==> src/rtl/lc3_ctrl_pkg.sv <==
// Shared types and encodings for the LC-3 multi-cycle control unit.
package lc3_ctrl_pkg;

   typedef enum logic [4:0] {
      S_FETCH0   = 5'd0,
      S_FETCH1   = 5'd1,
      S_FETCH2   = 5'd2,
      S_DECODE   = 5'd3,
      S_EXEC_ALU = 5'd4,
      S_BR_CHK   = 5'd5,
      S_JMP      = 5'd6,
      S_LEA      = 5'd7,
      S_ADDR     = 5'd8,
      S_MRD      = 5'd9,
      S_WB       = 5'd10,
      S_SDATA    = 5'd11,
      S_MWR      = 5'd12,
      S_T0       = 5'd13,
      S_T1       = 5'd14,
      S_T2       = 5'd15,
      S_T3       = 5'd16,
      S_HALT     = 5'd17
   } state_t;

   localparam logic [3:0] OP_BR   = 4'b0000;
   localparam logic [3:0] OP_ADD  = 4'b0001;
   localparam logic [3:0] OP_LD   = 4'b0010;
   localparam logic [3:0] OP_ST   = 4'b0011;
   localparam logic [3:0] OP_AND  = 4'b0101;
   localparam logic [3:0] OP_LDR  = 4'b0110;
   localparam logic [3:0] OP_STR  = 4'b0111;
   localparam logic [3:0] OP_NOT  = 4'b1001;
   localparam logic [3:0] OP_JMP  = 4'b1100;
   localparam logic [3:0] OP_LEA  = 4'b1110;
   localparam logic [3:0] OP_TRAP = 4'b1111;

   localparam logic [1:0] ALU_PASS = 2'b00;
   localparam logic [1:0] ALU_ADD  = 2'b01;
   localparam logic [1:0] ALU_AND  = 2'b10;
   localparam logic [1:0] ALU_NOT  = 2'b11;

   localparam logic [1:0] PCMUX_INC   = 2'b00;
   localparam logic [1:0] PCMUX_BUS   = 2'b01;
   localparam logic [1:0] PCMUX_ADDER = 2'b10;

   localparam logic       ADDR1_PC  = 1'b0;
   localparam logic       ADDR1_SR1 = 1'b1;

   localparam logic [1:0] ADDR2_ZERO  = 2'b00;
   localparam logic [1:0] ADDR2_OFF6  = 2'b01;
   localparam logic [1:0] ADDR2_OFF9  = 2'b10;
   localparam logic [1:0] ADDR2_OFF11 = 2'b11;

   localparam logic       MARMUX_ZEXT  = 1'b0;
   localparam logic       MARMUX_ADDER = 1'b1;

   function automatic logic is_wait(input state_t s);
      return (s == S_FETCH1) || (s == S_MRD) || (s == S_MWR) || (s == S_T2);
   endfunction

endpackage

==> src/rtl/lc3_mem_wait.sv <==
// Memory wait timer: counts memReady-low cycles in a wait state, flags timeout.
module lc3_mem_wait #(
   parameter logic [7:0] MEM_TIMEOUT = 8'd255
) (
   input  logic clk,
   input  logic reset,
   input  logic start,
   input  logic memReady,
   output logic timeout
);

   logic [7:0] cnt_q;
   logic [7:0] cnt_d;

   // Next count: cleared on wait-state entry, saturates at the limit.
   always_comb begin
      cnt_d = cnt_q;
      if (start) begin
         cnt_d = 8'd0;
      end else if (!memReady && (cnt_q != MEM_TIMEOUT)) begin
         cnt_d = cnt_q + 8'd1;
      end else begin
         cnt_d = cnt_q;
      end
   end

   // Count register.
   always_ff @(posedge clk or posedge reset) begin
      if (reset) begin
         cnt_q <= 8'd0;
      end else begin
         cnt_q <= cnt_d;
      end
   end

   // This cycle is the MEM_TIMEOUT-th without memReady; a late memReady still wins.
   assign timeout = !memReady && (cnt_q == (MEM_TIMEOUT - 8'd1));

endmodule

==> src/rtl/lc3_control_fsm.sv <==
// LC-3 multi-cycle control unit: fetch/decode/execute sequencing and datapath controls.
// Define LC3_CTRL_TRAP_EN to execute TRAP; otherwise TRAP halts like an illegal opcode.
module lc3_control_fsm
   import lc3_ctrl_pkg::*;
#(
   parameter logic [7:0] MEM_TIMEOUT = 8'd255
) (
   input  logic        clk,
   input  logic        reset,
   input  logic [15:0] IR,
   input  logic        N,
   input  logic        Z,
   input  logic        P,
   input  logic        memReady,
   output logic        ldMAR,
   output logic        ldMDR,
   output logic        ldIR,
   output logic        ldPC,
   output logic        ldREG,
   output logic        ldCC,
   output logic        gatePC,
   output logic        gateMDR,
   output logic        gateALU,
   output logic        gateMARMUX,
   output logic [1:0]  aluControl,
   output logic [1:0]  pcMux,
   output logic        addr1Mux,
   output logic [1:0]  addr2Mux,
   output logic        marMux,
   output logic [2:0]  DR,
   output logic [2:0]  SR1,
   output logic [2:0]  SR2,
   output logic        memEn,
   output logic        memWE,
   output logic        halted,
   output logic        busErr
);

   state_t state_q, state_d;
   logic   ben_q, ben_d;
   logic   busErr_q, busErr_d;
   logic   timeout_s;
   logic   wait_start_s;
   logic   ir_unused_s;
   logic [3:0] opcode_s;

   assign opcode_s     = IR[15:12];
   assign ir_unused_s  = ^IR[5:3];
   assign wait_start_s = is_wait(state_d) && (state_d != state_q);

   lc3_mem_wait #(.MEM_TIMEOUT(MEM_TIMEOUT)) u_mem_wait (
      .clk      (clk),
      .reset    (reset),
      .start    (wait_start_s),
      .memReady (memReady),
      .timeout  (timeout_s)
   );

   // State, branch-enable and bus-error registers.
   always_ff @(posedge clk or posedge reset) begin
      if (reset) begin
         state_q  <= S_FETCH0;
         ben_q    <= 1'b0;
         busErr_q <= 1'b0;
      end else begin
         state_q  <= state_d;
         ben_q    <= ben_d;
         busErr_q <= busErr_d;
      end
   end

   // Next state and Moore outputs; reset forces every output low immediately.
   always_comb begin
      state_d    = state_q;
      ben_d      = ben_q;
      busErr_d   = busErr_q;
      ldMAR      = 1'b0;
      ldMDR      = 1'b0;
      ldIR       = 1'b0;
      ldPC       = 1'b0;
      ldREG      = 1'b0;
      ldCC       = 1'b0;
      gatePC     = 1'b0;
      gateMDR    = 1'b0;
      gateALU    = 1'b0;
      gateMARMUX = 1'b0;
      aluControl = ALU_PASS;
      pcMux      = PCMUX_INC;
      addr1Mux   = ADDR1_PC;
      addr2Mux   = ADDR2_ZERO;
      marMux     = MARMUX_ZEXT;
      DR         = 3'd0;
      SR1        = 3'd0;
      SR2        = 3'd0;
      memEn      = 1'b0;
      memWE      = 1'b0;
      halted     = 1'b0;
      busErr     = 1'b0;
      if (reset) begin
         state_d = S_FETCH0;
      end else begin
         DR     = IR[11:9];
         SR1    = IR[8:6];
         SR2    = IR[2:0];
         busErr = busErr_q;
         case (state_q)
            S_FETCH0: begin
               ldMAR   = 1'b1;
               gatePC  = 1'b1;
               ldPC    = 1'b1;
               pcMux   = PCMUX_INC;
               state_d = S_FETCH1;
            end
            S_FETCH1: begin
               memEn = 1'b1;
               ldMDR = 1'b1;
               if (memReady) begin
                  state_d = S_FETCH2;
               end else if (timeout_s) begin
                  state_d  = S_HALT;
                  busErr_d = 1'b1;
               end else begin
                  state_d = S_FETCH1;
               end
            end
            S_FETCH2: begin
               gateMDR = 1'b1;
               ldIR    = 1'b1;
               state_d = S_DECODE;
            end
            S_DECODE: begin
               ben_d = (IR[11] & N) | (IR[10] & Z) | (IR[9] & P);
               case (opcode_s)
                  OP_ADD, OP_AND, OP_NOT:       state_d = S_EXEC_ALU;
                  OP_BR:                        state_d = S_BR_CHK;
                  OP_JMP:                       state_d = S_JMP;
                  OP_LEA:                       state_d = S_LEA;
                  OP_LD, OP_LDR, OP_ST, OP_STR: state_d = S_ADDR;
`ifdef LC3_CTRL_TRAP_EN
                  OP_TRAP:                      state_d = S_T0;
`else
                  OP_TRAP:                      state_d = S_HALT;
`endif
                  default:                      state_d = S_HALT;
               endcase
            end
            S_EXEC_ALU: begin
               gateALU = 1'b1;
               ldREG   = 1'b1;
               ldCC    = 1'b1;
               case (opcode_s)
                  OP_ADD:  aluControl = ALU_ADD;
                  OP_AND:  aluControl = ALU_AND;
                  OP_NOT:  aluControl = ALU_NOT;
                  default: aluControl = ALU_PASS;
               endcase
               state_d = S_FETCH0;
            end
            S_BR_CHK: begin
               if (ben_q) begin
                  ldPC     = 1'b1;
                  pcMux    = PCMUX_ADDER;
                  addr1Mux = ADDR1_PC;
                  addr2Mux = ADDR2_OFF9;
               end else begin
                  ldPC = 1'b0;
               end
               state_d = S_FETCH0;
            end
            S_JMP: begin
               gateALU    = 1'b1;
               aluControl = ALU_PASS;
               ldPC       = 1'b1;
               pcMux      = PCMUX_BUS;
               SR1        = IR[8:6];
               state_d    = S_FETCH0;
            end
            S_LEA: begin
               marMux     = MARMUX_ADDER;
               addr1Mux   = ADDR1_PC;
               addr2Mux   = ADDR2_OFF9;
               gateMARMUX = 1'b1;
               ldREG      = 1'b1;
               ldCC       = 1'b1;
               state_d    = S_FETCH0;
            end
            S_ADDR: begin
               ldMAR      = 1'b1;
               gateMARMUX = 1'b1;
               marMux     = MARMUX_ADDER;
               // PC-relative for LD/ST, base register SR1 for LDR/STR.
               if ((opcode_s == OP_LDR) || (opcode_s == OP_STR)) begin
                  addr1Mux = ADDR1_SR1;
                  addr2Mux = ADDR2_OFF6;
               end else begin
                  addr1Mux = ADDR1_PC;
                  addr2Mux = ADDR2_OFF9;
               end
               if ((opcode_s == OP_ST) || (opcode_s == OP_STR)) begin
                  state_d = S_SDATA;
               end else begin
                  state_d = S_MRD;
               end
            end
            S_MRD: begin
               memEn = 1'b1;
               ldMDR = 1'b1;
               if (memReady) begin
                  state_d = S_WB;
               end else if (timeout_s) begin
                  state_d  = S_HALT;
                  busErr_d = 1'b1;
               end else begin
                  state_d = S_MRD;
               end
            end
            S_WB: begin
               gateMDR = 1'b1;
               ldREG   = 1'b1;
               ldCC    = 1'b1;
               state_d = S_FETCH0;
            end
            S_SDATA: begin
               gateALU    = 1'b1;
               aluControl = ALU_PASS;
               ldMDR      = 1'b1;
               SR1        = IR[11:9];
               state_d    = S_MWR;
            end
            S_MWR: begin
               memEn = 1'b1;
               memWE = 1'b1;
               SR1   = IR[11:9];
               if (memReady) begin
                  state_d = S_FETCH0;
               end else if (timeout_s) begin
                  state_d  = S_HALT;
                  busErr_d = 1'b1;
               end else begin
                  state_d = S_MWR;
               end
            end
`ifdef LC3_CTRL_TRAP_EN
            S_T0: begin
               gatePC  = 1'b1;
               ldREG   = 1'b1;
               DR      = 3'd7;
               state_d = S_T1;
            end
            S_T1: begin
               ldMAR      = 1'b1;
               marMux     = MARMUX_ZEXT;
               gateMARMUX = 1'b1;
               state_d    = S_T2;
            end
            S_T2: begin
               memEn = 1'b1;
               ldMDR = 1'b1;
               if (memReady) begin
                  state_d = S_T3;
               end else if (timeout_s) begin
                  state_d  = S_HALT;
                  busErr_d = 1'b1;
               end else begin
                  state_d = S_T2;
               end
            end
            S_T3: begin
               gateMDR = 1'b1;
               ldPC    = 1'b1;
               pcMux   = PCMUX_BUS;
               state_d = S_FETCH0;
            end
`endif
            S_HALT: begin
               halted  = 1'b1;
               state_d = S_HALT;
            end
            default: begin
               state_d = S_HALT;
            end
         endcase
      end
   end

endmodule
==> config.mk <==
export PLATFORM = sky130hd
export DESIGN_NAME = lc3_control_fsm
export DESIGN_NICKNAME = d
export VERILOG_FILES = /design/src/rtl/lc3_ctrl_pkg.sv /design/src/rtl/lc3_mem_wait.sv /design/src/rtl/lc3_control_fsm.sv
export SDC_FILE = /design/constraint.sdc
export NUM_CORES = 1
export LEC_CHECK = 0
export ABC_AREA = 1
export ABC_CLOCK_PERIOD_IN_PS = 2820
export BUFFER_PORTS_ARGS = -buffer_cell sky130_fd_sc_hd__buf_4
export CORE_ASPECT_RATIO = 1.2
export CORE_MARGIN = 4
export CORE_UTILIZATION = 40
export DETAILED_ROUTE_END_ITERATION = 8
export HOLD_SLACK_MARGIN = 0.08
export PLACE_DENSITY = 0.71
export SYNTH_ARGS = -nofsm -noshare
export SYNTH_HDL_FRONTEND = slang
export SYNTH_HIERARCHICAL = 1
export SYNTH_SLANG_ARGS = --single-unit
==> constraint.sdc <==
create_clock -name clk -period 2.82 [get_ports clk]
set_input_delay 0.846 -clock clk [delete_from_list [all_inputs] [get_ports clk]]
set_output_delay 0.846 -clock clk [all_outputs]
set_load 0.005 [all_outputs]
# Word level (Yosys, flattened, before mapping)
# Memory sizes are Yosys's and may differ from the RTL's.
# Index checks and enable logic that the tools add are counted.
[op_classes] eq_ne=26 bitwise_logic=7 add_sub_neg=1 n_mux=53 reduce_logical=23
[op_table] cell="$pmux W5 S9" count=1
[op_table] cell="$eq A5 B4 Y1 const B" count=8
[op_table] cell="$mux W5" count=7
[op_table] cell="$mux W1" count=28
[op_table] cell="$eq A5 B3 Y1 const B" count=4
[op_table] cell="$mux W8" count=2
[op_table] cell="$mux W2" count=7
[op_table] cell="$eq A4 B3 Y1 const B" count=3
[op_table] cell="$mux W3" count=4
[op_table] cell="$pmux W2 S3" count=2
[op_table] cell="$reduce_or A3 Y1" count=4
[op_table] cell="$eq A5 B1 Y1 const B" count=2
[op_table] cell="$eq A5 B2 Y1 const B" count=2
[op_table] cell="$reduce_or A2 Y1" count=5
[op_table] cell="$add A8 B1 Y8 const B" count=1
[op_table] cell="$eq A8 B8 Y1 const B" count=1
[op_table] cell="$ne A8 B8 Y1 const B" count=1
[op_table] cell="$eq A5 B5 Y1 const B" count=1
[op_table] cell="$logic_not A5 Y1" count=1
[op_table] cell="$logic_or A1 B1 Y1" count=5
[op_table] cell="$ne A5 B5 Y1" count=1
[op_table] cell="$reduce_or A5 Y1" count=1
[op_table] cell="$eq A4 B1 Y1 const B" count=1
[op_table] cell="$eq A4 B2 Y1 const B" count=1
[op_table] cell="other kinds (11)" count=17
[totals] n_memories=1 mem_bits_ro=80 wordCells=115 register_bits=15 out_inout_bits=31
[memory_table] memory="(no name shown)" words=16 width=5 read_ports=1 rd_clocked_by_memory_dff=0 wr=0 line_no="lc3_control_fsm.sv:133" text="case (opcode_s)"

# Logic depth before layout (Yosys ltp)
# Gate-level depths: netlist of the first run.
[depth] depth_word=12 mapped_depth=22 mapped_depth_nobuf=22

# Hierarchy
# The synthesis of the first run kept the hierarchy.
[modules_own_cells] mod="lc3_control_fsm" n_inst=1 seq_area_each_um2=175.2 area_each_um2=1114.8 cells_per_inst=223
[modules_own_cells] mod="lc3_mem_wait" n_inst=1 seq_area_each_um2=200.2 area_each_um2=539.3 cells_per_inst=76

# Worst setup path after synthesis of the first run
# Ideal clock, no wire load.
[synth_path] path_kind="input-to-output" start="in reset" end="out ldREG" setup_slack_ns=0.045 path_stages=6 t_arrival_ns=1.929 required_time_ns=1.974 cell_sequence="clkbuf_1 -> inv_1 -> clkbuf_1 -> o21ai_0 -> inv_1 -> buf_4"
[synth_between] elab_chain_cells=1
[synth_lines] item="start, declared" line_no="lc3_control_fsm.sv:9" text="input logic reset,"
[synth_lines] item="$mux W1"
[synth_lines] item="end, declared" line_no="lc3_control_fsm.sv:19" text="output logic ldREG,"
# No other way between the ends.

# Worst setup path after layout of the first run
[layout_path] start="in IR[13]" end="out aluControl[1]"
[layout_between] elab_chain_cells=4
[layout_lines] item="start, declared" line_no="lc3_control_fsm.sv:10" text="input logic [15:0] IR,"
[layout_lines] item="$eq A4 B4 Y1 (tied with other cells)" line_no="lc3_control_fsm.sv:151" text="case (opcode_s)"
[layout_lines] item="$pmux W2 S3 *" line_no="lc3_control_fsm.sv:151"
[layout_lines] item="$mux W2 *" line_no="lc3_control_fsm.sv:106" text="case (state_q)"
[layout_lines] item="$mux W2 *" line_no="lc3_control_fsm.sv:99" text="if (reset) begin"
[layout_lines] item="end, declared" line_no="lc3_control_fsm.sv:25" text="output logic [1:0] aluControl,"
# Mark *: on every way between the ends. The rest lies on a longest branch, timed or not.

==> results of run 1 <==
## power groups by stage
| stage | sequential, W | combinational, W | clock, W |
|---|---|---|---|
| 6_report | 0.000358 | 0.000802 | 0.000172 |
| 5_1_grt | 0.000368 | 0.000917 | 0.000190 |
| 4_1_cts | 0.000355 | 0.000797 | 0.000182 |
| 3_5_place_dp | 0.000359 | 0.000794 | 0 |
| 3_3_place_gp | 0.000354 | 0.000786 | 0 |
| 2_1_floorplan | 0.000336 | 0.000542 | 0 |
## cell usage in the layout, fill, tap and decap left out
cell / count
sky130_fd_sc_hd__nor4_1: 3
sky130_fd_sc_hd__nor3b_1: 1
sky130_fd_sc_hd__xor2_1: 2
sky130_fd_sc_hd__dfrtp_1: 15
sky130_fd_sc_hd__nand4_1: 7
sky130_fd_sc_hd__nor2_2: 5
sky130_fd_sc_hd__o21ai_1: 3
sky130_fd_sc_hd__nand2_1: 86
sky130_fd_sc_hd__nand2_4: 1
sky130_fd_sc_hd__a31oi_1: 3
sky130_fd_sc_hd__a21oi_1: 8
sky130_fd_sc_hd__inv_4: 1
sky130_fd_sc_hd__clkbuf_1: 1
sky130_fd_sc_hd__clkinv_4: 1
sky130_fd_sc_hd__clkinv_1: 3
sky130_fd_sc_hd__nor3_1: 3
sky130_fd_sc_hd__clkbuf_8: 3
sky130_fd_sc_hd__nor2_4: 4
sky130_fd_sc_hd__inv_2: 1
sky130_fd_sc_hd__inv_1: 41
sky130_fd_sc_hd__buf_4: 57
sky130_fd_sc_hd__nand2_2: 5
sky130_fd_sc_hd__nor2_1: 57
sky130_fd_sc_hd__nand3_2: 2
sky130_fd_sc_hd__nand3_1: 27
sky130_fd_sc_hd__o21ai_0: 9
sky130_fd_sc_hd__ha_1: 2
## kinds of logic (layout without fill, tap and decap cells)
kind of cell | count (synthesis) | count (layout) | share of synthesized area, %
compound gates | 23 | 23 | 7.186
xor+xnor | 2 | 2 | 1.059
fa+ha+maj | 2 | 2 | 1.513
buf+inv | 56 | 108 | 13.99
flops | 15 | 15 | 22.69
simple gates | 201 | 201 | 53.55
## metrics by stage
step / power (W) / util (%) / worst slack, ps / instance area, µm² / hold slack (ps)
5_1_grt: 0.001476 / 54.30 / 12.50 / 2157 / 469.7
2_1_floorplan: 0.0008783 / - / 45.06 / 1654 / 421.5
4_1_cts: 0.001334 / 54.05 / 165.1 / 2147 / 456.0
3_3_place_gp: 0.001140 / 52.91 / 15.22 / 2102 / 435.7
3_5_place_dp: 0.001152 / 52.91 / -33.41 / 2102 / 438.7
6_report: 0.001331 / 54.30 / 246.4 / 2157 / 451.7
## worst register-to-register path: cells and delay by family, from the launching register on
family | cells | cell delay (ps)
AND/OR/NAND/NOR | 15 | 1190
adder cells (fa/ha/maj) | 1 | 210
buffers and inverters | 7 | 620
flip-flops | 1 | 380
## per-layer routing
metal	share of wire (%)	routed length [µm]
met3	5.4	241
met5	0	0
met1	43	1914
met4	2.7	121
met2	49	2213
## final cells by class
type                            instances  share of cell area [%]
Multi-Input combinational cell        228                   49.01
Timing Repair Buffer                   57                   19.84
Sequential cell                        15                   17.40
Clock buffer                            4                   2.088
Tap cell                               54                   3.132
Inverter                               47                   8.527
## sequential cells by signal (all words and copies together) (netlist names)
register / count
busErr_q: 1
ben_q: 1
state_q: 5
u_mem_wait/cnt_q: 8
## worst max-delay path by stage
stage | start | endpoint | slack, ps | cells after the start
6_report | IR[13] | aluControl[1] | 250 | 6
5_1_grt | u_mem_wait/cnt_q[0] | u_mem_wait/cnt_q[4] | 10 | 22
4_1_cts | state_q[4] | SR1[1] | 170 | 6
3_5_place_dp | memReady | u_mem_wait/cnt_q[2] | -30 | 19
3_3_place_gp | memReady | u_mem_wait/cnt_q[7] | 20 | 19
2_1_floorplan | reset | ldREG | 50 | 6
## repair_timing
action	in CTS	in global routing
setup endpoints to repair	0	10
hold endpoints to repair	0	0
resized for setup	0	4
==> summary by stage, run 1 <==
STA
The number of max-slew violations in the final report came to 0. For this run, the top clock speed supported by timing is around 400 MHz. Setup repair after global routing left no endpoint under its margin.

The final setup skew is ~1.5 ps. The number of hold violations in the final report is 0. The total negative slack is 0 ps. In the finished design, the share of the clock period the worst path needs comes to around nine tenths. The pin slew with the least headroom to its limit is 318.0 ps.

Counting I/O delays and the setup requirement, the final critical path takes approximately 2600 ps. The total of endpoints with negative setup slack in the final report is 0. The worst slew slack as a fraction of its limit is between 70% and 80%.

Clock network
The tree is rooted in a sky130_fd_sc_hd__clkbuf_8. Counting the buffers created by CTS gives 3. The deepest clock path buffer count is 2. The TritonCTS sink count is 15.

In this run, post-CTS hold repair placed 0 buffers. CTS built an H-tree with a depth of 1. TritonCTS built the clock tree. The later pin in the worst-skew pair is clocked with a latency of around 240 ps. The clock input transition at the sequential cells of the worst setup and hold paths is roughly 60 ps. The post-CTS setup buffer count is 0.

Global routing
The first global-routing pass estimated roughly 7.6 mm of wire. Global routing used 18.02% of the available tracks. In the global route stage, met3 resource usage came out at 1.860%. The met2 layer usage reported by global route is between 30 and 40%. The pin count of the biggest net entering global routing is 24.

The leftover overflow at the end of global routing is 0. For this run, global-route usage on met1 was measured as about a fifth. The number of global-route vias before repair is 1807. The number of antenna violations at the first check in global routing is 0. In this run the most used layer during global routing was met2.

Status
The run finished with clean final reports.

Power
The switching part of the total is about half. The share of total power in the clock network is roughly 13%. The worst-case IR drop observed on VDD is 0.0003704 V. Internal power comes to between 0.0006 and 0.0007 W.

The combinational power share is between 60% and 70%. Sequential cells burn about 27% of the power. The analysis attributes to cell leakage a power of about 1.2 nW.

For this design the ratio of total power to cell area is between 600 and 700 nW/µm². The net switching power is approximately 0.00064 W.

Synth
For this run, the leading register cell type out of synthesis is sky130_fd_sc_hd__dfrtp_1. The synthesized flop and latch total is 15. In this run, synthesis inferred 0 flip-flops with an integrated enable. The top-area cell type share of the netlist area is approximately 23%. Summed over all instances, the cell type with the most area after synthesis is sky130_fd_sc_hd__dfrtp_1. The most frequent cell after synthesis is sky130_fd_sc_hd__nand2_1.

During synthesis, Yosys emitted a total of 6 warnings. After synthesis, the most frequently instantiated cells are 86 x sky130_fd_sc_hd__nand2_1, 59 x sky130_fd_sc_hd__nor2_1, 42 x sky130_fd_sc_hd__inv_1. When the netlist entered floorplanning its net count stood at 323.

In the synthesized netlist, the number of instances is roughly 300. Ranked by total cell area, the synthesized netlist is headed by sky130_fd_sc_hd__dfrtp_1 23%, sky130_fd_sc_hd__nand2_1 20%, sky130_fd_sc_hd__nor2_1 13%. The share of flip-flops with an asynchronous set or reset is 100.0%. The post-synthesis area per instance is around 5.5 µm². After synthesis, the netlist uses 27 different library cells.

Summing every instance area after synthesis gives 1654 µm². The register area share after synthesis is 22.69%.

Worst setup path
Of all nets on the critical path, the largest fanout is 7. The startpoint of the worst register-to-register path is u_mem_wait/cnt_q[0]. The capturing element type of the critical path is an output port. The biggest cell delay along the critical path is roughly 210 ps. The type of the setup path with the least slack is in -> out.

The family with the most delay on the worst path is buffers and inverters. The category of the worst setup path launch point is a primary input. STA puts the critical path data arrival time at approximately 1700 ps. Data on the critical path is required at its endpoint by just under 2000 ps. The critical path's most frequent cell is sky130_fd_sc_hd__buf_4.

Counting both buffers and inverters, the worst setup path holds a total of 3. Walking the worst path, the cells encountered are buf_4 > inv_1 > nand2_1 > o21ai_0 > nor3b_1 > buf_4. The master of the slowest instance on the critical path is sky130_fd_sc_hd__nor3b_1. The worst reg2reg path depth is 23. The register-to-register path setup slack is around 320 ps.

The worst register-to-register path ends at u_mem_wait/cnt_q[2].

Worst hold path
The path with the worst hold slack has its endpoint at busErr_q. In this run the worst hold path is classified as reg -> reg. In this run the most critical hold path is launched from busErr_q. The worst hold path passes through 2 cells.

Cells and area
The number of fill cells is 426. The ratio of cells with drive above 1 in the final layout is roughly 23%. The number of nets in the layout is about 380. 0 antenna diodes ended up in the layout.

The synthesis-to-finish area growth is 30.41%. Registers take between 300 and 400 µm². The multi-input combinational cell area is 1057 µm². The finished layout holds roughly 410 standard cells, fillers aside.

Die
The core region is ~4000 µm². The die outline height is 78.44 µm. Once the floorplan was initialized, standard cells occupied 41.64% of the core. The die covers 5232 µm². Measured along the x axis, the die boundary spans about 67 µm. After floorplanning, the core was divided into 25 placement rows. The number of top-level pins is 53.

Drt
The first detailed-routing pass took 4 iterations. In the final routed layout, each cell accounts on average for about 11 µm. After the first detailed-routing iteration, the DRC count stood at around 100.

For this run, design rule violations remaining after detail routing come to 0. The residual antenna-violating net count after detailed routing is 0. The post-detailed-routing wire length is approximately 4.5 mm.

The detailed router placed 1944 vias in this run. The average vias per placed instance is 4.800.

Placement
The number of placed instances, taps included, is between 400 and 500. Port buffering added between 40 and 50 buffers. Routability-driven placement finished with a final weighted congestion of approximately 0.96.

Detailed placement finished with a half-perimeter wire length of 3.694 mm.

Run
Across the run, the number of max-cap violations was 0.
No activity file was read; power rests on OpenSTA's default activity.
==> run 2, diff against run 1 <==
--- a/config.mk
+++ b/config.mk
@@ -13,8 +13,8 @@
 export CORE_UTILIZATION = 40
 export DETAILED_ROUTE_END_ITERATION = 8
 export HOLD_SLACK_MARGIN = 0.08
-export PLACE_DENSITY = 0.71
+export PLACE_DENSITY = 0.72
+export RECOVER_POWER = 25
 export SYNTH_ARGS = -nofsm -noshare
 export SYNTH_HDL_FRONTEND = slang
-export SYNTH_HIERARCHICAL = 1
 export SYNTH_SLANG_ARGS = --single-unit
==> run 2 against run 1 <==
Against the previous run:
- combinational power decreased by 58%
- highest routed layer unchanged
- critical endpoint is now ldCC
- non-clock buffer count decreased by 6
- sequential power shrank 14%
- sequential share of layout area is 1.5 points higher
- cell count shrank 14%
- area after synthesis fell by 7.2%
- largest cell class unchanged
==> summary by stage, run 2 <==
Synth
The post-synthesis cell count was 248 (-17%). The most frequent cell after synthesis is sky130_fd_sc_hd__nand2_1. The cell accounting for the most synthesized area is sky130_fd_sc_hd__dfrtp_1. Yosys attributes the largest share of cell area to sky130_fd_sc_hd__dfrtp_1 24%, sky130_fd_sc_hd__nand2_1 12%, sky130_fd_sc_hd__nor2_1 10%. The prevailing post-synth register cell is sky130_fd_sc_hd__dfrtp_1. The synthesized flop and latch total is 15 (unchanged). The register area share after synthesis is 24.45% (+1.8 points). The number of enable-type register cells in the synthesized netlist is 0 (unchanged). The net count of the mapped netlist is 272 (-16%). The number of distinct library cells after synthesis is 34 (+26%). The number of warnings reported in the yosys synthesis log was 0 (-6). The netlist area before placement came to 1535 µm² (-7.2%). The top-area cell type share of the netlist area is 24.45% (+1.8 points). By count the netlist is led by 48 x sky130_fd_sc_hd__nand2_1, 41 x sky130_fd_sc_hd__nor2_1, 35 x sky130_fd_sc_hd__inv_1. The share of flip-flops with an asynchronous set or reset came to 100.0% (unchanged). The post-synthesis area per instance is 6.190 µm² (+12%).

Clock network
The post-cts repair resize count came to 0 (unchanged). The clock latency on the worst-skew pair is 250 ps (about the same). TritonCTS built the clock tree. The clock input transition at the sequential cells of the worst setup and hold paths came to 60 ps (about the same).

The deepest level of the CTS H-tree came to 1 (unchanged). The number of CTS-inserted buffers is 3 (unchanged). In this run the clock root is driven by a sky130_fd_sc_hd__clkbuf_8. The deepest clock path buffer count is 2 (unchanged). The number of hold buffers added after cts is 0 (unchanged).

The post-CTS setup buffer count is 0 (unchanged). The TritonCTS sink count is 15 (unchanged).

Global routing
The global-route total usage across every layer was 17.50% (-0.52 points). The first-pass GRT wire length is 6.900 mm (-9.2%). The number of global-route vias before repair was 1673 (-7.4%).

The leftover overflow at the end of global routing is 0 (unchanged). The number of antenna violations at the first check in global routing is 0 (unchanged). The pin count of the biggest net entering global routing is 23 (-4.2%).

Drt
The first-pass iteration count of the detailed router was 4 (unchanged). The average routed wire per standard cell is 11.18 µm (+0.83%). The post-detailed-routing wire length is 3.890 mm (-13%). The iteration-0 DRC count of the detailed router is 63 (-39%). The DRC violation count after routing came to 0 (unchanged). The via count of the routed design is 1638 (-16%). The average vias per placed instance is 4.707 (-1.9%).

The residual antenna-violating net count after detailed routing is 0 (unchanged).

Power
The static leakage is 1.071 nW (-13%). The total power per unit cell area is 408.8 nW/µm² (-34%). The highest ir drop seen on vdd was 0.0003059 V (-17%).

Status
The run finished with clean final reports.

Die
The placement row count is 24 (-4.0%). The initial core utilization is 41.91% (+0.27 points). The die outline height is 75.87 µm (-3.3%). The number of top-level pins was 53 (unchanged). The chip width was 64.56 µm (-3.2%). The area of the placeable core is 3664 µm² (-7.8%). The area of the die was 4897 µm² (-6.4%).

STA
The final period utilization was 94.94% (+3.7 points). The achievable clock frequency is 373.5 MHz (-3.9%). The pin slew with the least headroom to its limit is 375.8 ps (+57.81 ps). The total negative slack came to 0 ps (unchanged). The number of max-slew violations in the final report is 0 (unchanged). The total of endpoints with negative setup slack in the final report is 0 (unchanged).

The worst slew slack as a fraction of its limit is 74.95% (-3.8 points). The final setup skew is 3.441 ps (+1.930 ps). The time the final worst path needs with I/O delays and setup is 2677 ps (+103.8 ps). The number of hold violations in the final report is 0 (unchanged).

Setup repair after global routing left no endpoint under its margin.

Worst setup path
The worst setup path is captured at an output port. The type of the setup path with the least slack is reg -> out. The top fanout value on the critical path was 10 (+3).

The critical path data required time is 1970 ps (about the same). The category of the worst setup path launch point is a register. The data arrival time of the worst path was 1830 ps (+100 ps).

Cells and area
The diode insertion count for antenna repair is 0 (unchanged). The synthesis-to-finish area growth is 29.83%. In the layout the commonest cells are 51 x sky130_fd_sc_hd__buf_4, 48 x sky130_fd_sc_hd__nand2_1, 41 x sky130_fd_sc_hd__nor2_1, 35 x sky130_fd_sc_hd__inv_1, 24 x sky130_fd_sc_hd__nand3_1.

Leaving out fill and tap cells, the most frequent cell in the layout is sky130_fd_sc_hd__buf_4. The ratio of cells with drive above 1 in the final layout is 30.41% (+7.6 points). The final standard cell area without fillers was 1993 µm² (-7.6%). The number of fill cells is 391 (-8.2%). Ranked by flip-flop count, first place goes to u_mem_wait.cnt_q.

The number of flip-flops under the largest register name is 8 (unchanged). The largest registers in the layout are u_mem_wait.cnt_q: 8 flops, state_q: 5 flops. The number of nets in the layout is 321 (-15%).

Placement
The sum of net half-perimeters after detailed placement is 3.196 mm (-13%). The number of port buffers was 49 (unchanged). The placed standard-cell area is 1939 µm² (-7.7%). The weighted congestion at the end of routability-driven global placement is 0.8675 (-9.6%).

Worst hold path
In this run the worst hold path is classified as reg -> reg.

Run
The count of max-cap constraint violations is 0 (unchanged).
-- run 2: cell types whose count changed in the layout (fill, tap and decap cells not counted), sizes merged, moves of 4 or more --
cell   delta
nand2    -38
nor2     -15
a21oi    +11
buf       -6
nand4     -6
o21ai     -5
xor2      +4
-- run 2: cell families (layout without fill, tap and decap cells) --
| logic type | Yosys count | count (layout) | synth area share (%) |
|---|---|---|---|
| and+or+nand+nor | 144 | 144 | 46.05 |
| buffers and inverters | 51 | 99 | 13.61 |
| AOI/OAI and AO/OA | 29 | 29 | 10.27 |
| DFF | 15 | 15 | 24.45 |
| xor gates and xnor gates | 7 | 7 | 3.994 |
| adders and majority gates | 2 | 2 | 1.630 |
-- run 2: path summary, 6_finish.rpt --
path | start | slack [ps] | to | cells past startpoint
max in group asynchronous | reset | 1780 | state_q[0] | 3
min reg2reg | busErr_q | 450 | busErr_q | 2
min in group asynchronous | reset | 810 | u_mem_wait.cnt_q[4] | 3
max | state_q[4] | 140 | ldCC | 7
max reg2reg | state_q[1] | 810 | u_mem_wait.cnt_q[2] | 14
min | busErr_q | 450 | busErr_q | 2
-- run 2: report_power, final --
group / internal (W) / switching (W)
clock network: 0.0000978 / 0.0000759
logic: 0.000139 / 0.000195
registers: 0.000259 / 0.0000486
-- run 2: critical path, stage by stage, from the launching register on --
cell                      delay, ps
sky130_fd_sc_hd__dfrtp_1        420
sky130_fd_sc_hd__inv_2          200
sky130_fd_sc_hd__nand3_2        160
sky130_fd_sc_hd__nor2_1         240
sky130_fd_sc_hd__nor3_2         110
sky130_fd_sc_hd__or2_2          290
sky130_fd_sc_hd__inv_1           70
sky130_fd_sc_hd__buf_4          100
-- run 2: routing by layer --
| metal | vias up | wire [µm] | track usage [%] |
|---|---|---|---|
| met2 | 43 | 2047 | 35.44 |
| li1 | 875 | - | - |
| met3 | 7 | 180 | 1.770 |
| met4 | 0 | 58 | 5.399 |
| met5 | - | 0 | 0 |
| met1 | 713 | 1602 | 19.19 |
-- run 2: through the flow --
stage	std cells	util [%]	total power (W)	hold WS [ps]	setup slack (ps)
final	348	54.41	0.0008147	453.6	142.6
after global routing	348	54.41	0.0008906	499.7	22.56
after CTS	348	54.20	0.0008220	459.5	110.4
after detailed placement	344	52.94	0.0006435	445.5	172.8
after global placement	344	52.94	0.0006367	434.3	175.8
after floorplan	248	-	0.0005394	421.5	63.78
-- run 2: final cells by class --
class / instances / area (µm²) / share of cell area (%)
repair buffers: 51 / 382.9 / 19.21
multi-input cells: 182 / 957.2 / 48.02
inverters: 44 / 165.2 / 8.286
well taps: 52 / 65.06 / 3.264
clock buffers: 3 / 41.29 / 2.072
flip-flops and latches: 15 / 376.6 / 18.90
clock inverters: 1 / 5.005 / 0.2511
==> run 3, diff against run 2 <==
--- a/config.mk
+++ b/config.mk
@@ -15,6 +15,7 @@
 export HOLD_SLACK_MARGIN = 0.08
 export PLACE_DENSITY = 0.72
 export RECOVER_POWER = 25
+export REMOVE_ABC_BUFFERS = 1
 export SYNTH_ARGS = -nofsm -noshare
 export SYNTH_HDL_FRONTEND = slang
 export SYNTH_SLANG_ARGS = --single-unit
==> run 3 against run 2 <==
Against the previous run:
- critical path type unchanged
- largest cell class unchanged
- register-to-register slack hardly changed
- sequential share of layout area is 0.071 points lower
- sequential cell count stayed put
- die area stayed put
==> summary by stage, run 3 (synthesis results as in run 2) <==
STA
The time the final worst path needs with I/O delays and setup is 2651 ps (-26.35 ps). The post-layout worst setup margin is 169.0 ps (+26.35 ps). The final period utilization is 94.01% (-0.93 points). The number of max-slew violations in the final report is 0 (unchanged). The worst slew slack as a fraction of its limit is 74.47% (-0.48 points). The total of endpoints with negative setup slack in the final report is 0 (unchanged). The hold slack was 449.2 ps (-4.380 ps). The number of hold violations in the final report came to 0 (unchanged). The total negative slack came to 0 ps (unchanged).

The achievable clock frequency is 377.2 MHz (+0.99%). The final setup skew was 5.795 ps (+2.354 ps). The pin slew with the least headroom to its limit is 383.0 ps (+7.215 ps). Setup repair after global routing left no endpoint under its margin.

Die
The number of top-level pins is 53 (unchanged). The placement row count is 24 (unchanged). The chip width was 64.56 µm (unchanged). The area of the die was 4897 µm² (unchanged). The area of the placeable core is 3664 µm² (unchanged). The die outline height was 75.87 µm (unchanged).

The initial core utilization is 41.91% (unchanged).

Power
The highest ir drop seen on vdd is 0.0003231 V (+5.6%). The total power after layout is 0.0008157 W (+0.12%). The static leakage is 1.076 nW (+0.45%).

The total power per unit cell area is 407.7 nW/µm² (-0.26%).

Drt
The via count of the routed design is 1646 (+0.49%). The average vias per placed instance is 4.716 (+0.20%). The residual antenna-violating net count after detailed routing is 0 (unchanged).

The post-detailed-routing wire length is 3.966 mm (+2.0%). The first-pass iteration count of the detailed router came to 4 (unchanged). The DRC violation count after routing was 0 (unchanged).

The average routed wire per standard cell is 11.36 µm (+1.7%). The iteration-0 DRC count of the detailed router was 59 (-6.3%).

Global routing
The global-route total usage across every layer came to 16.56% (-0.94 points). The met3 capacity usage during global routing was 1.917% (+0.15 points). The met2 layer usage reported by global route was 33.94% (-1.5 points). The number of global-route vias before repair came to 1568 (-6.3%).

The pin count of the biggest net entering global routing was 23 (unchanged). The first-pass GRT wire length is 6.527 mm (-5.4%). The number of antenna violations at the first check in global routing is 0 (unchanged). After global routing, the most crowded layer is met2. The fraction of met1 tracks used by global routing is 17.56% (-1.6 points).

The leftover overflow at the end of global routing is 0 (unchanged).

Worst setup path
The critical path data required time is 1970 ps (about the same). STA classifies the critical path endpoint as an output port. The category of the worst setup path launch point is a register. The top fanout value on the critical path is 10 (unchanged). The data arrival time of the worst path came to 1810 ps (-20 ps). The type of the setup path with the least slack is reg -> out.

Placement
The number of port buffers came to 49 (unchanged). The worst setup timing slack at the placement stage is 175.0 ps (+2.223 ps). The sum of net half-perimeters after detailed placement is 3.318 mm (+3.8%). The weighted congestion at the end of routability-driven global placement came to 0.8431 (-2.8%).

Cells and area
Leaving out fill and tap cells, the most frequent cells in the layout are 52 x sky130_fd_sc_hd__buf_4, 48 x sky130_fd_sc_hd__nand2_1, 41 x sky130_fd_sc_hd__nor2_1, 35 x sky130_fd_sc_hd__inv_1, 24 x sky130_fd_sc_hd__nand3_1. The ratio of cells with drive above 1 in the final layout is 30.64% (+0.23 points). The number of flip-flops under the largest register name is 8 (unchanged). The synthesis-to-finish area growth is 30.32%.

The register with the most flip-flops in the final layout is u_mem_wait.cnt_q. Leaving out fill and tap cells, the most frequent cell in the layout is sky130_fd_sc_hd__buf_4. The diode insertion count for antenna repair is 0 (unchanged). The number of nets in the layout is 322 (+0.31%). The post-route core utilization is 54.61% (+0.20 points). In the final layout, the registers with the most flip-flops are u_mem_wait.cnt_q: 8 flops, state_q: 5 flops.

Clock network
The clock input transition at the sequential cells of the worst setup and hold paths came to 60 ps (about the same). The deepest level of the CTS H-tree is 1 (unchanged). The root buffer cell is sky130_fd_sc_hd__clkbuf_8. The number of CTS-inserted buffers is 3 (unchanged). The TritonCTS sink count came to 15 (unchanged).

The clock latency on the worst-skew pair is 250 ps (about the same). The TritonCTS clock tree is yes. The deepest clock path buffer count was 2 (unchanged).

Status
The flow ran to the end, and the final reports show no timing, DRC or antenna violations.

Run
The count of max-cap constraint violations came to 0 (unchanged).

Worst hold path
The worst hold path belongs to the class reg -> reg.
-- run 3: metal layers --
layer | wire, µm | part of all wire (%)
met5 | 0 | 0
met2 | 2090 | 53
met1 | 1675 | 42
met4 | 89 | 2.2
met3 | 110 | 2.8
-- run 3: cell type report --
type,instances,area (µm²)
fillers,392,1663
multi-input cells,182,957.2
repair buffers,52,390.4
flip-flops and latches,15,376.6
inverters,44,165.2
well taps,52,65.06
clock buffers,3,41.29
clock inverters,1,5.005
-- run 3: per-stage QoR --
step | cells | area (µm²)
after CTS | 349 | 1993
after global routing | 349 | 2001
after detailed placement | 345 | 1947
after global placement | 345 | 1947
after floorplan | 241 | 1491
final | 349 | 2001
-- run 3: worst paths after layout --
path | startpoint | to | slack (ps) | cells past startpoint
max in group asynchronous | reset | state_q[0] | 1750 | 3
hold reg to reg | busErr_q | busErr_q | 450 | 2
setup reg to reg | u_mem_wait.cnt_q[0] | u_mem_wait.cnt_q[1] | 820 | 15
hold / removal | busErr_q | busErr_q | 450 | 2
min in group asynchronous | reset | ben_q | 830 | 3
setup / recovery | state_q[4] | ldCC | 170 | 7
-- run 3: power breakdown --
group | internal, W | leakage [nW] | total, W | switching [W]
sequential | 0.000259 | 0.193 | 0.000308 | 0.0000493
clock | 0.0000977 | 0.0255 | 0.000173 | 0.0000754
combinational | 0.000139 | 0.857 | 0.000334 | 0.000195
-- run 3: repair_timing --
item | CTS | global route
hold buffers | 0 | 0
buffers inserted | 0 | 0
resized for setup | 0 | 3
endpoints found under the setup margin | 0 | 1
-- run 3: worst max-delay path, cell delays in order, from the launching register on --
cell and delay, ps:
sky130_fd_sc_hd__dfrtp_1 410, sky130_fd_sc_hd__inv_2 190, sky130_fd_sc_hd__nand3_2 160, sky130_fd_sc_hd__nor2_1 230
sky130_fd_sc_hd__nor3_2 100, sky130_fd_sc_hd__or2_2 280, sky130_fd_sc_hd__inv_1 70, sky130_fd_sc_hd__buf_4 110
